[src/rtl/jogo_pkg.sv]
// jogo_pkg: shared state codes, map geometry and helpers for the shooting game
package jogo_pkg;
  localparam int LINHAS = 5;
  localparam int COLUNAS = 7;
  typedef enum logic [2:0] {
    OCIOSO = 3'd0, CONTAGEM = 3'd1, JOGANDO = 3'd2, AVALIA = 3'd3, VITORIA = 3'd4, DERROTA = 3'd5
  } estado_t;
  function automatic logic [2:0] popcount7(input logic [6:0] v);
    logic [2:0] n;
    n = '0;
    for (int i = 0; i < 7; i++) n = n + {2'b00, v[i]};
    return n;
  endfunction
  function automatic logic coord_valida(input logic [2:0] l, input logic [2:0] c);
    return (l < 3'(LINHAS)) && (c < 3'(COLUNAS));
  endfunction
endpackage

[src/rtl/detector_borda.sv]
// detector_borda: registered rising-edge detector for a debounced level input
module detector_borda (
  input  logic clk,
  input  logic reset,
  input  logic sinal,
  output logic borda
);
  logic sinal_q;
  always_ff @(posedge clk) sinal_q <= reset ? 1'b0 : sinal;
  assign borda = sinal & ~sinal_q;
endmodule

[src/rtl/controle_disparo.sv]
// controle_disparo: shooting phase of the 5x7 naval game (ship count, shot scoring, win/lose)
module controle_disparo
  import jogo_pkg::*;
#(
  parameter int MAX_ERROS = 5
) (
  input  logic       clk,
  input  logic       reset,
  input  logic       iniciar,
  input  logic       disparar,
  input  logic [2:0] linha,
  input  logic [2:0] coluna,
  input  logic [6:0] mapa0,
  input  logic [6:0] mapa1,
  input  logic [6:0] mapa2,
  input  logic [6:0] mapa3,
  input  logic [6:0] mapa4,
  output logic [6:0] acerto0,
  output logic [6:0] acerto1,
  output logic [6:0] acerto2,
  output logic [6:0] acerto3,
  output logic [6:0] acerto4,
  output logic [6:0] erro0,
  output logic [6:0] erro1,
  output logic [6:0] erro2,
  output logic [6:0] erro3,
  output logic [6:0] erro4,
  output logic [5:0] restantes,
  output logic [3:0] erros,
  output logic [2:0] estado,
  output logic       pulso_acerto,
  output logic       pulso_erro,
  output logic       pulso_invalido,
  output logic       venceu,
  output logic       perdeu
);
  estado_t est, prox;
  logic [LINHAS-1:0][COLUNAS-1:0] snap, acerto, erro;
  logic [2:0] idx, lin_r, col_r;
  logic borda, invalido, alvo;
  detector_borda u_borda (.clk(clk), .reset(reset), .sinal(disparar), .borda(borda));
  // out-of-range coordinates short-circuit before the matrix bits matter
  assign invalido = !coord_valida(lin_r, col_r) || acerto[lin_r][col_r] || erro[lin_r][col_r];
  assign alvo = snap[lin_r][col_r];
  always_comb begin
    prox = est;
    if (iniciar) prox = CONTAGEM;
    else if (est == CONTAGEM && idx == 3'(LINHAS - 1))
      prox = (restantes + 6'(popcount7(snap[idx])) == 6'd0) ? VITORIA : JOGANDO;
    else if (est == JOGANDO && borda) prox = AVALIA;
    else if (est == AVALIA)
      prox = invalido ? JOGANDO :
             alvo ? ((restantes == 6'd1) ? VITORIA : JOGANDO) :
             ((erros == 4'(MAX_ERROS - 1)) ? DERROTA : JOGANDO);
  end
  always_ff @(posedge clk) est <= reset ? OCIOSO : prox;
  always_ff @(posedge clk) begin
    if (reset) begin
      snap <= '0;
      acerto <= '0;
      erro <= '0;
      restantes <= '0;
      erros <= '0;
      idx <= '0;
      lin_r <= '0;
      col_r <= '0;
      pulso_acerto <= 1'b0;
      pulso_erro <= 1'b0;
      pulso_invalido <= 1'b0;
    end else begin
      pulso_acerto <= 1'b0;
      pulso_erro <= 1'b0;
      pulso_invalido <= 1'b0;
      if (iniciar) begin
        snap <= {mapa4, mapa3, mapa2, mapa1, mapa0};
        acerto <= '0;
        erro <= '0;
        restantes <= '0;
        erros <= '0;
        idx <= '0;
      end else if (est == CONTAGEM) begin
        restantes <= restantes + 6'(popcount7(snap[idx]));
        idx <= idx + 3'd1;
      end else if (est == JOGANDO && borda) begin
        lin_r <= linha;
        col_r <= coluna;
      end else if (est == AVALIA) begin
        if (invalido) pulso_invalido <= 1'b1;
        else if (alvo) begin
          acerto[lin_r][col_r] <= 1'b1;
          restantes <= restantes - 6'd1;
          pulso_acerto <= 1'b1;
        end else begin
          erro[lin_r][col_r] <= 1'b1;
          erros <= erros + 4'd1;
          pulso_erro <= 1'b1;
        end
      end
    end
  end
  assign estado = est;
  assign venceu = (est == VITORIA);
  assign perdeu = (est == DERROTA);
  assign {acerto4, acerto3, acerto2, acerto1, acerto0} = acerto;
  assign {erro4, erro3, erro2, erro1, erro0} = erro;
endmodule

[config.mk]
export PLATFORM = sky130hd
export DESIGN_NAME = controle_disparo
export DESIGN_NICKNAME = d
export VERILOG_FILES = /design/src/rtl/jogo_pkg.sv /design/src/rtl/detector_borda.sv /design/src/rtl/controle_disparo.sv
export SDC_FILE = /design/constraint.sdc
export NUM_CORES = 1
export LEC_CHECK = 0
export CAP_MARGIN = 15
export CORE_UTILIZATION = 40
export DETAILED_ROUTE_END_ITERATION = 7
export GPL_TIMING_DRIVEN = 0
export PLACE_DENSITY = 0.65
export SLEW_MARGIN = 20
export SYNTH_ARGS = -nofsm -noshare
export SYNTH_HDL_FRONTEND = slang
export SYNTH_SLANG_ARGS = --single-unit
[constraint.sdc]
create_clock -name clk -period 9.4 [get_ports clk]
set_input_delay 1.41 -clock clk [delete_from_list [all_inputs] [get_ports clk]]
set_output_delay 1.41 -clock clk [all_outputs]
set_load 0.05 [all_outputs]
==> metrics.yaml, run 1 <==
setup_path:
  crit_fanout: 6
  crit_required_ps: 9720
  worstPathArrival_ps: 5210
  end_kind: "flip-flop"
  start_kind: "flip-flop"
  worst-setup-path-type: "reg -> reg"
global_route:
  grt_pass1_vias: 5537
  track_usage: 0.256
  grt_overflow: 0
  grt_start_max_net_pins: 17
  antenna_found_initial: 0
  grt_pass1_wl_mm: 31.1
cells_and_area:
  diodes: 0
  mostFrequentLayoutCells: "dfxtp_1, clkdlybuf4s50_1, nand2_1"
  layout-drive-gt1-share: 0.0754
  syn_to_final_growth_pct: 34.3
  nets: 952
  fillers: 1446
timing:
  period_needed_ps: 4890
  min_period_over_period: 0.520
  fmaxAchievable_mhz: 205
  hold_viol_final: 0
  rsz0062_at_grt: "false"
  tns_ps: 0
  maxSlewViolCount: 0
  fin_worst_skew_ps: 11.8
  slew_headroom: 0.300
  tightest_slew_ps: 1040
  finalWorstSetupSlack_ps: 4510
  setup_viol: 0
power_and_ir_drop:
  pwr_density_cell_nw_per_um2: 159
  p_total_w: 0.00135
  leakage_nw: 3.16
  ir_worst_vdd_mv: 0.131
placement:
  place_congestion: 0.888
  dp_slack_ps: 4610
  hpwl_mm: 15.0
  io_buffers: 131
route:
  drc: 0
  routed-wl-met2_mm: 8.78
  wire_per_inst_um: 18.1
  first_pass_iters: 5
  routed_wl_mm: 20.1
  ant_nets: 0
  wl_met3_mm: 1.45
  drt-met1-wl_mm: 9.58
  drtIter0Drc: 532
  highest_layer: "met4"
  via_per_inst: 5.34
  via_count: 5939
synthesis:
  synth-seq-cells: 131
  syn_nets: 802
  synth_edf_count: 0
  yosysWarningCount: 0
  yosysUniqueCellTypes: 70
  synth_flop_cell: "dfxtp_1"
  synth.cell_area_um2: 6300
  async_flop_share: 0
  syn_avg_cell_area_um2: 8.51
  synth_seq_area_share: 0.416
  synthCells: 740
outcome:
  status: "finished, final reports clean"
floorplanning:
  rows: 45
  die_w_um: 127
  fp.dieH_um: 127
  core_um2: 15300
  initial_core_util: 0.413
  ios: 133
  dieArea_um2: 16200
clocking:
  cts.htree.levels: 4
  hold_buffers: 0
  post_cts_resized: 0
  cts_tree: "yes"
  clk-insertion-delay-late_ps: 430
  clock_sinks: 131
  post_cts_buffers: 0
  cts_buffers: 17
  clk_path_buf_depth: 2
  cts-root-buf: "clkbuf_16"
  cts.clk_slew.worst_paths_ps: 60
job:
  max_cap_viol_count: 0
min_path:
  min_path_type: "reg -> reg"
-- worst max-delay path: stages, from the launching register on --
cell and delay (ps):
dfxtp_1 340, clkbuf_1 350, inv_1 140, nor2_1 420, nand2_1 90, o21ai_0 90
a21oi_1 130, fa_1 510, inv_1 60, fa_1 520, inv_1 50, fa_1 470
inv_1 80, ha_1 220, a21o_1 180, a21oi_1 250, xnor2_1 180, a2bb2oi_1 170
o22ai_1 90, nand4_1 120, o21ai_0 120, o21a_1 180
-- metrics by stage --
| step | instance area (um2) | utilization | hold slack (ps) | std cells |
|---|---|---|---|---|
| after floorplan | 6300 | - | 474 | 740 |
| after global placement | 7870 | 0.516 | 449 | 1082 |
| after detailed placement | 7870 | 0.516 | 456 | 1082 |
| after CTS | 8460 | 0.554 | 464 | 1113 |
| final | 8460 | 0.554 | 461 | 1113 |
| after global routing | 8460 | 0.554 | 493 | 1113 |
-- synth_stat cells (all sizes together) (3+ instances only) --
master,n,area share
a211oi,5,0.0079
a21oi,23,0.018
a22o,9,0.013
a2bb2oi,5,0.0070
a32o,3,0.0048
and2,4,0.0040
and3,4,0.0040
and3b,3,0.0042
buf,20,0.018
clkbuf,28,0.017
dfxtp,131,0.42
fa,4,0.013
ha,13,0.026
inv,19,0.011
mux2,6,0.011
mux2i,62,0.099
nand2,114,0.069
nand2b,7,0.0070
nand3,6,0.0056
nand3b,8,0.0095
nand4,5,0.0050
nor2,88,0.054
nor2b,11,0.011
nor3,11,0.0095
nor3b,5,0.0060
nor4,3,0.0030
o21a,3,0.0036
o21ai,83,0.066
o22ai,5,0.0050
o31ai,3,0.0036
or2,5,0.0050
or3,5,0.0050
xnor2,7,0.0097
xor2,3,0.0042
-- routing by layer --
layer,vias up,track usage
met2,214,0.380
met4,0,0.0854
met1,2826,0.360
met3,25,0.0662
li1,2874,-
met5,-,0
-- registers in the layout (all words and copies together), names as in the netlist, 3 cells and up --
register / count
acerto3: 7
estado: 3
snap: 35
acerto4: 7
lin_r: 3
idx: 3
erro3: 7
acerto0: 7
acerto1: 7
erro0: 7
erro2: 7
col_r: 3
erros: 4
erro1: 7
acerto2: 7
restantes: 6
erro4: 7
-- worst paths after layout --
path                               start   endpoint  slack [ps]  cells past startpoint
worst min register to register  erro2[0]   erro2[0]         460                      2
worst max register to register    idx[0]  estado[2]        4510                     21
worst min-delay path            erro2[0]   erro2[0]         460                      2
worst max-delay path              idx[0]  estado[2]        4510                     21
-- kinds of logic (layout without fill, tap and decap cells) --
logic type,Yosys count,count (layout),synth area share
AOI/OAI and AO/OA,160,160,0.159
buffers and inverters,67,229,0.0463
and+or+nand+nor,286,286,0.213
DFF,131,131,0.416
adders and majority gates,17,17,0.0385
muxes,69,69,0.113
xor gates and xnor gates,10,10,0.0139
-- report_power, final --
group	leakage [nW]	switching [W]	total (W)	internal [W]
combinational	1.82	0.0000600	0.000112	0.0000516
sequential	1.06	0.0000116	0.000578	0.000567
clock	0.281	0.000254	0.000656	0.000402
total	3.16	0.000325	0.00135	0.00102
-- cell type report --
class	instances	area, um2	share of cell area
Clock buffer	19	453	0.0536
Sequential cell	131	2620	0.310
Inverter	19	71.3	0.00843
Buffer	48	220	0.0260
Multi-Input combinational cell	542	3380	0.400
Tap cell	211	264	0.0312
Clock inverter	12	133	0.0157
Timing Repair Buffer	131	1310	0.155
No activity file was read; power rests on OpenSTA's default activity.
==> inputs of run 2 (changes only) <==
--- a/config.mk
+++ b/config.mk
@@ -9,7 +9,7 @@
 export CORE_UTILIZATION = 40
 export DETAILED_ROUTE_END_ITERATION = 7
 export GPL_TIMING_DRIVEN = 0
-export PLACE_DENSITY = 0.65
+export PLACE_DENSITY = 0.68
 export SLEW_MARGIN = 20
 export SYNTH_ARGS = -nofsm -noshare
 export SYNTH_HDL_FRONTEND = slang
==> constraint.sdc (replaced) <==
create_clock -name clk -period 4.29 [get_ports clk]
set_input_delay 0.6435 -clock clk [delete_from_list [all_inputs] [get_ports clk]]
set_output_delay 0.6435 -clock clk [all_outputs]
set_load 0.05 [all_outputs]
==> metrics.yaml, run 2 (synthesis results as in run 1) <==
global_route:
  grt_pass1_wl_mm: 31.3
  antenna_found_initial: 0
  track_usage: 0.256
  grt_overflow: 0
  grt_start_max_net_pins: 17
  grt_pass1_vias: 5632
timing:
  maxSlewViolCount: 0
  period_needed_ps: 4250
  fmaxAchievable_mhz: 235
  fin_worst_skew_ps: 8.46
  rsz0062_at_grt: "true"
  tightest_slew_ps: 1020
  slew_headroom: 0.316
  whs_ps: 464
  min_period_over_period: 0.991
  hold_viol_final: 0
  setup_viol: 0
min_path:
  whs_endpoint: "erro2[5]"
  min_path_cells: 2
  min_from: "erro2[5]"
  min_path_type: "reg -> reg"
setup_path:
  slowest_stage: "mux4_2"
  r2r_cells: 20
  crit_path_frequent_cell: "inv_2"
  worst-path-buf-inv: 5
  crit_required_ps: 4610
  crit_path_cell_trace: "buf_8 > mux4_2 > nor2b_4 > a41oi_2 > fa_1 > inv_2 > fa_1 > inv_2 > fa_2 > inv_2 > ha_4 > inv_2 > fa_2 > nor2b_1 > o21ai_1 > nand2_1 > xnor2_2 > nand4_1 > o21ai_2 > o21a_1"
  crit_family: "adder cells"
  reg2reg_slack_ps: 40
  start_kind: "flip-flop"
  worstPathArrival_ps: 4570
  r2r_start: "idx[0]"
  reg2reg_to: "estado[2]"
  end_kind: "flip-flop"
  cp_slowest_stage_delay_ps: 500
  crit_fanout: 4
  worst-setup-path-type: "reg -> reg"
floorplanning:
  initial_core_util: 0.413
  core_um2: 15300
  die_w_um: 127
  rows: 45
  ios: 133
  fp.dieH_um: 127
  dieArea_um2: 16200
outcome:
  violations: "design-rule violations"
  status: "finished, violations left"
route:
  wire_per_inst_um: 18.2
  first_pass_iters: 8
  via_count: 6081
  via_per_inst: 5.43
  drtIter0Drc: 703
  routed_wl_mm: 20.4
  ant_nets: 0
  drc: 1
placement:
  postPlaceCellArea_um2: 7870
  place_congestion: 0.900
  hpwl_mm: 14.9
  io_buffers: 131
cells_and_area:
  top_register: "snap"
  design_area_um2: 8560
  largest_reg_flops: 35
  nets: 957
  layout-drive-gt1-share: 0.101
  diodes: 0
  syn_to_final_growth_pct: 35.9
  fin_util: 0.561
  layout_commonest_cell: "clkdlybuf4s50_1"
  mostFrequentLayoutCells: "clkdlybuf4s50_1, dfxtp_1, nand2_1"
power_and_ir_drop:
  pwr_density_cell_nw_per_um2: 337
  leakage_nw: 3.20
  ir_worst_vdd_mv: 0.281
clocking:
  cts_tree: "yes"
  clock_sinks: 131
  clk-insertion-delay-late_ps: 430
  cts.clk_slew.worst_paths_ps: 60
  cts.htree.levels: 4
  clk_path_buf_depth: 2
  cts-root-buf: "clkbuf_16"
  cts_buffers: 17
  hold_buffers: 0
job:
  max_cap_viol_count: 0
-- run 2: cell types whose count changed in the layout (fill, tap and decap cells not counted), sizes merged --
cell	before	now
buf	20	27
clkbuf	47	45
bufinv	2	1
clkinv	6	7
clkinvlp	3	4
-- run 2: worst max-delay path by stage --
| stage | start | end | cells past startpoint |
|---|---|---|---|
| 2_1_floorplan | idx[0] | estado[2] | 21 |
| 3_3_place_gp | idx[0] | estado[2] | 21 |
| 3_5_place_dp | idx[0] | estado[2] | 21 |
| 4_1_cts | idx[0] | estado[2] | 19 |
| 5_1_grt | idx[0] | estado[2] | 20 |
| 6_report | idx[0] | estado[2] | 20 |
-- run 2: power breakdown --
part	total, W	leakage, nW	switching (W)	internal (W)
Combinational	0.000269	1.88	0.000140	0.000129
Clock	0.00135	0.259	0.000555	0.000791
Sequential	0.00127	1.06	0.0000262	0.00124
-- run 2: layout make-up --
class	count	area, um2
clock inverter	13	111
multi-input combinational	542	3460
timing repair buffer	136	1350
sequential	131	2620
fill	1402	6700
clock buffer	19	433
buffer	48	244
inverter	19	71.3
tap	211	264
-- run 2: per-layer routing --
metal | vias up | GRT usage | share of wire
li1 | 2898 | - | -
met1 | 2878 | 0.368 | 0.46
met2 | 276 | 0.380 | 0.44
met3 | 29 | 0.0611 | 0.081
met4 | 0 | 0.0700 | 0.012
met5 | - | 0 | 0
-- run 2: worst min-delay path: cells and delay by family (launching register included) --
kind / cells / cell delay, ps
flops: 1 / 320
compound gates: 1 / 50
simple gates: 1 / 50
-- run 2: repair_timing --
item,CTS,global route
setup endpoints to repair,7,4
resized for setup,14,18
setup buffers,1,4
pin swaps,1,9
-- run 2: stage by stage --
stage	std cells	total power, W	setup WS [ps]	TNS (ps)
2_1_floorplan	740	0.00143	41.0	0
3_3_place_gp	1082	0.00153	-485	-1630
3_5_place_dp	1082	0.00153	-556	-1950
4_1_cts	1115	0.00287	18.7	0
5_1_grt	1119	0.00298	-103	-186
6_report	1119	0.00288	40.2	0
==> inputs of run 3 (changes only) <==
--- a/config.mk
+++ b/config.mk
@@ -8,8 +8,9 @@
 export CAP_MARGIN = 15
 export CORE_UTILIZATION = 40
 export DETAILED_ROUTE_END_ITERATION = 7
-export GPL_TIMING_DRIVEN = 0
+export GPL_TIMING_DRIVEN = 1
 export PLACE_DENSITY = 0.68
+export RECOVER_POWER = 25
 export SLEW_MARGIN = 20
 export SYNTH_ARGS = -nofsm -noshare
 export SYNTH_HDL_FRONTEND = slang
==> metrics.yaml, run 3 (synthesis results as in run 1) <==
outcome:
  status: "finished, violations left"
  violations: "max-capacitance violations, max-slew violations"
power_and_ir_drop:
  pwr_density_cell_nw_per_um2: 348
  p_clk_frac: 0.487
  comb_power_share: 0.081
  p_sw_frac: 0.239
  seqPwrFrac: 0.432
  leakage_nw: 3.18
  p_switching_w: 0.000702
  ir_worst_vdd_mv: 0.267
  intPower_w: 0.00223
route:
  via_per_inst: 5.28
  routed_wl_mm: 18.3
  first_pass_iters: 5
  via_count: 5727
  wire_per_inst_um: 16.9
  drc: 0
  ant_nets: 0
  drtIter0Drc: 550
setup_path:
  end_kind: "flip-flop"
  reg2reg_slack_ps: 270
  crit_required_ps: 4610
  setup.worst_path.start: "idx[0]"
  reg2reg_to: "estado[2]"
  crit_end: "estado[2]"
  worstPathArrival_ps: 4340
  r2r_cells: 19
  worst-setup-path-type: "reg -> reg"
  start_kind: "flip-flop"
  r2r_start: "idx[0]"
  crit_fanout: 3
clocking:
  cts.htree.levels: 4
  clock_sinks: 131
  clk-insertion-delay-late_ps: 430
  cts_tree: "yes"
  cts-root-buf: "clkbuf_16"
  cts.clk_slew.worst_paths_ps: 60
  clk_path_buf_depth: 2
  cts_buffers: 17
  hold_buffers: 0
timing:
  rsz0062_at_grt: "false"
  fin_worst_skew_ps: 8.84
  maxSlewViolCount: 45
  slew_headroom: -0.312
  finalWorstSetupSlack_ps: 270
  hold_viol_final: 0
  tns_ps: 0
  tightest_slew_ps: 1970
  period_needed_ps: 4020
  min_period_over_period: 0.937
  fmaxAchievable_mhz: 249
  setup_viol: 0
global_route:
  track_usage: 0.235
  grt_pass1_vias: 5293
  grt_start_max_net_pins: 73
  antenna_found_initial: 0
  grt_overflow: 0
  grt_pass1_wl_mm: 29.2
cells_and_area:
  layout-drive-gt1-share: 0.0928
  layout_commonest_cell: "dfxtp_1"
  diodes: 0
  top_register: "snap"
  fillers: 1429
  mostFrequentLayoutCells: "dfxtp_1, clkdlybuf4s50_1, nand2_1"
  syn_to_final_growth_pct: 34.0
  fin_util: 0.553
  largest_reg_flops: 35
  nets: 922
  stdcell_count: 1084
placement:
  place_congestion: 0.894
  dp_slack_ps: 88.7
  hpwl_mm: 13.3
  place_inst: 1051
  io_buffers: 132
floorplanning:
  rows: 45
  die_w_um: 127
  ios: 133
  fp.dieH_um: 127
  initial_core_util: 0.413
  core_um2: 15300
  dieArea_um2: 16200
min_path:
  min_from: "erro2[0]"
  min_path_type: "reg -> reg"
  min_path_cells: 2
job:
  max_cap_viol_count: 1
[run 3: changes by cell type in the layout (fill, tap and decap cells not counted), moves of 3 or more]
cell and delta:
buf_4 +7, inv_2 -3, clkbuf_1 -23, clkinv_2 -5
buf_1 -3, buf_2 -11, inv_1 +3, clkdlybuf4s50_1 -10
dlygate4sd3_1 +10
[run 3: how the worst min path moves through the flow]
stage,end,slack (ps)
global placement,erro2[0],450
detailed placement,erro2[0],450
finish,erro2[0],450
floorplan,snap[21],470
global route,erro2[5],490
CTS,erro2[0],460
[run 3: stage by stage]
stage | hold slack, ps | total power (W) | instance area (um2)
floorplan | 474 | 0.00143 | 6300
global placement | 449 | 0.00152 | 7800
detailed placement | 452 | 0.00152 | 7800
CTS | 460 | 0.00294 | 8380
global route | 492 | 0.00303 | 8440
finish | 455 | 0.00293 | 8440
[run 3: final cells by class]
class	count	area, um2	area share
clock buffer	22	454	0.0538
clock inverter	10	126	0.0150
inverter	19	71.3	0.00845
multi-input combinational	542	3440	0.408
sequential	131	2630	0.312
tap	211	264	0.0313
timing repair buffer	149	1450	0.172
[run 3: metal layers]
metal | vias to the layer above | share of wire | GRT usage
met5 | - | 0 | 0
met4 | 0 | 0.014 | 0.0833
met3 | 21 | 0.060 | 0.0473
met2 | 201 | 0.44 | 0.348
met1 | 2683 | 0.48 | 0.336
li1 | 2822 | - | -
[run 3: worst max-delay path: stages, from the launching register on]
cell	delay [ps]
dfxtp_2	350
mux4_2	500
nor2b_4	140
a41oi_2	170
fa_1	410
inv_1	70
fa_1	420
inv_2	80
fa_2	410
inv_1	70
ha_2	170
inv_1	50
fa_2	340
nor2b_1	110
o21ai_0	80
nand2_1	110
xnor2_2	70
nand4_1	120
o21ai_2	80
o21a_1	160
[run 3: what timing repair did]
item | CTS | global route
setup endpoints to repair | 0 | 4
resized for setup | 0 | 18
buffers inserted | 0 | 1
[run 3: power groups by stage]
| stage | Combinational [W] | Clock (W) | Sequential, W |
|---|---|---|---|
| finish | 0.000238 | 0.00143 | 0.00127 |
| global placement | 0.000229 | 0 | 0.00129 |
| global route | 0.000266 | 0.00149 | 0.00127 |
| floorplan | 0.000138 | 0 | 0.00129 |
| CTS | 0.000231 | 0.00144 | 0.00127 |
| detailed placement | 0.000229 | 0 | 0.00129 |
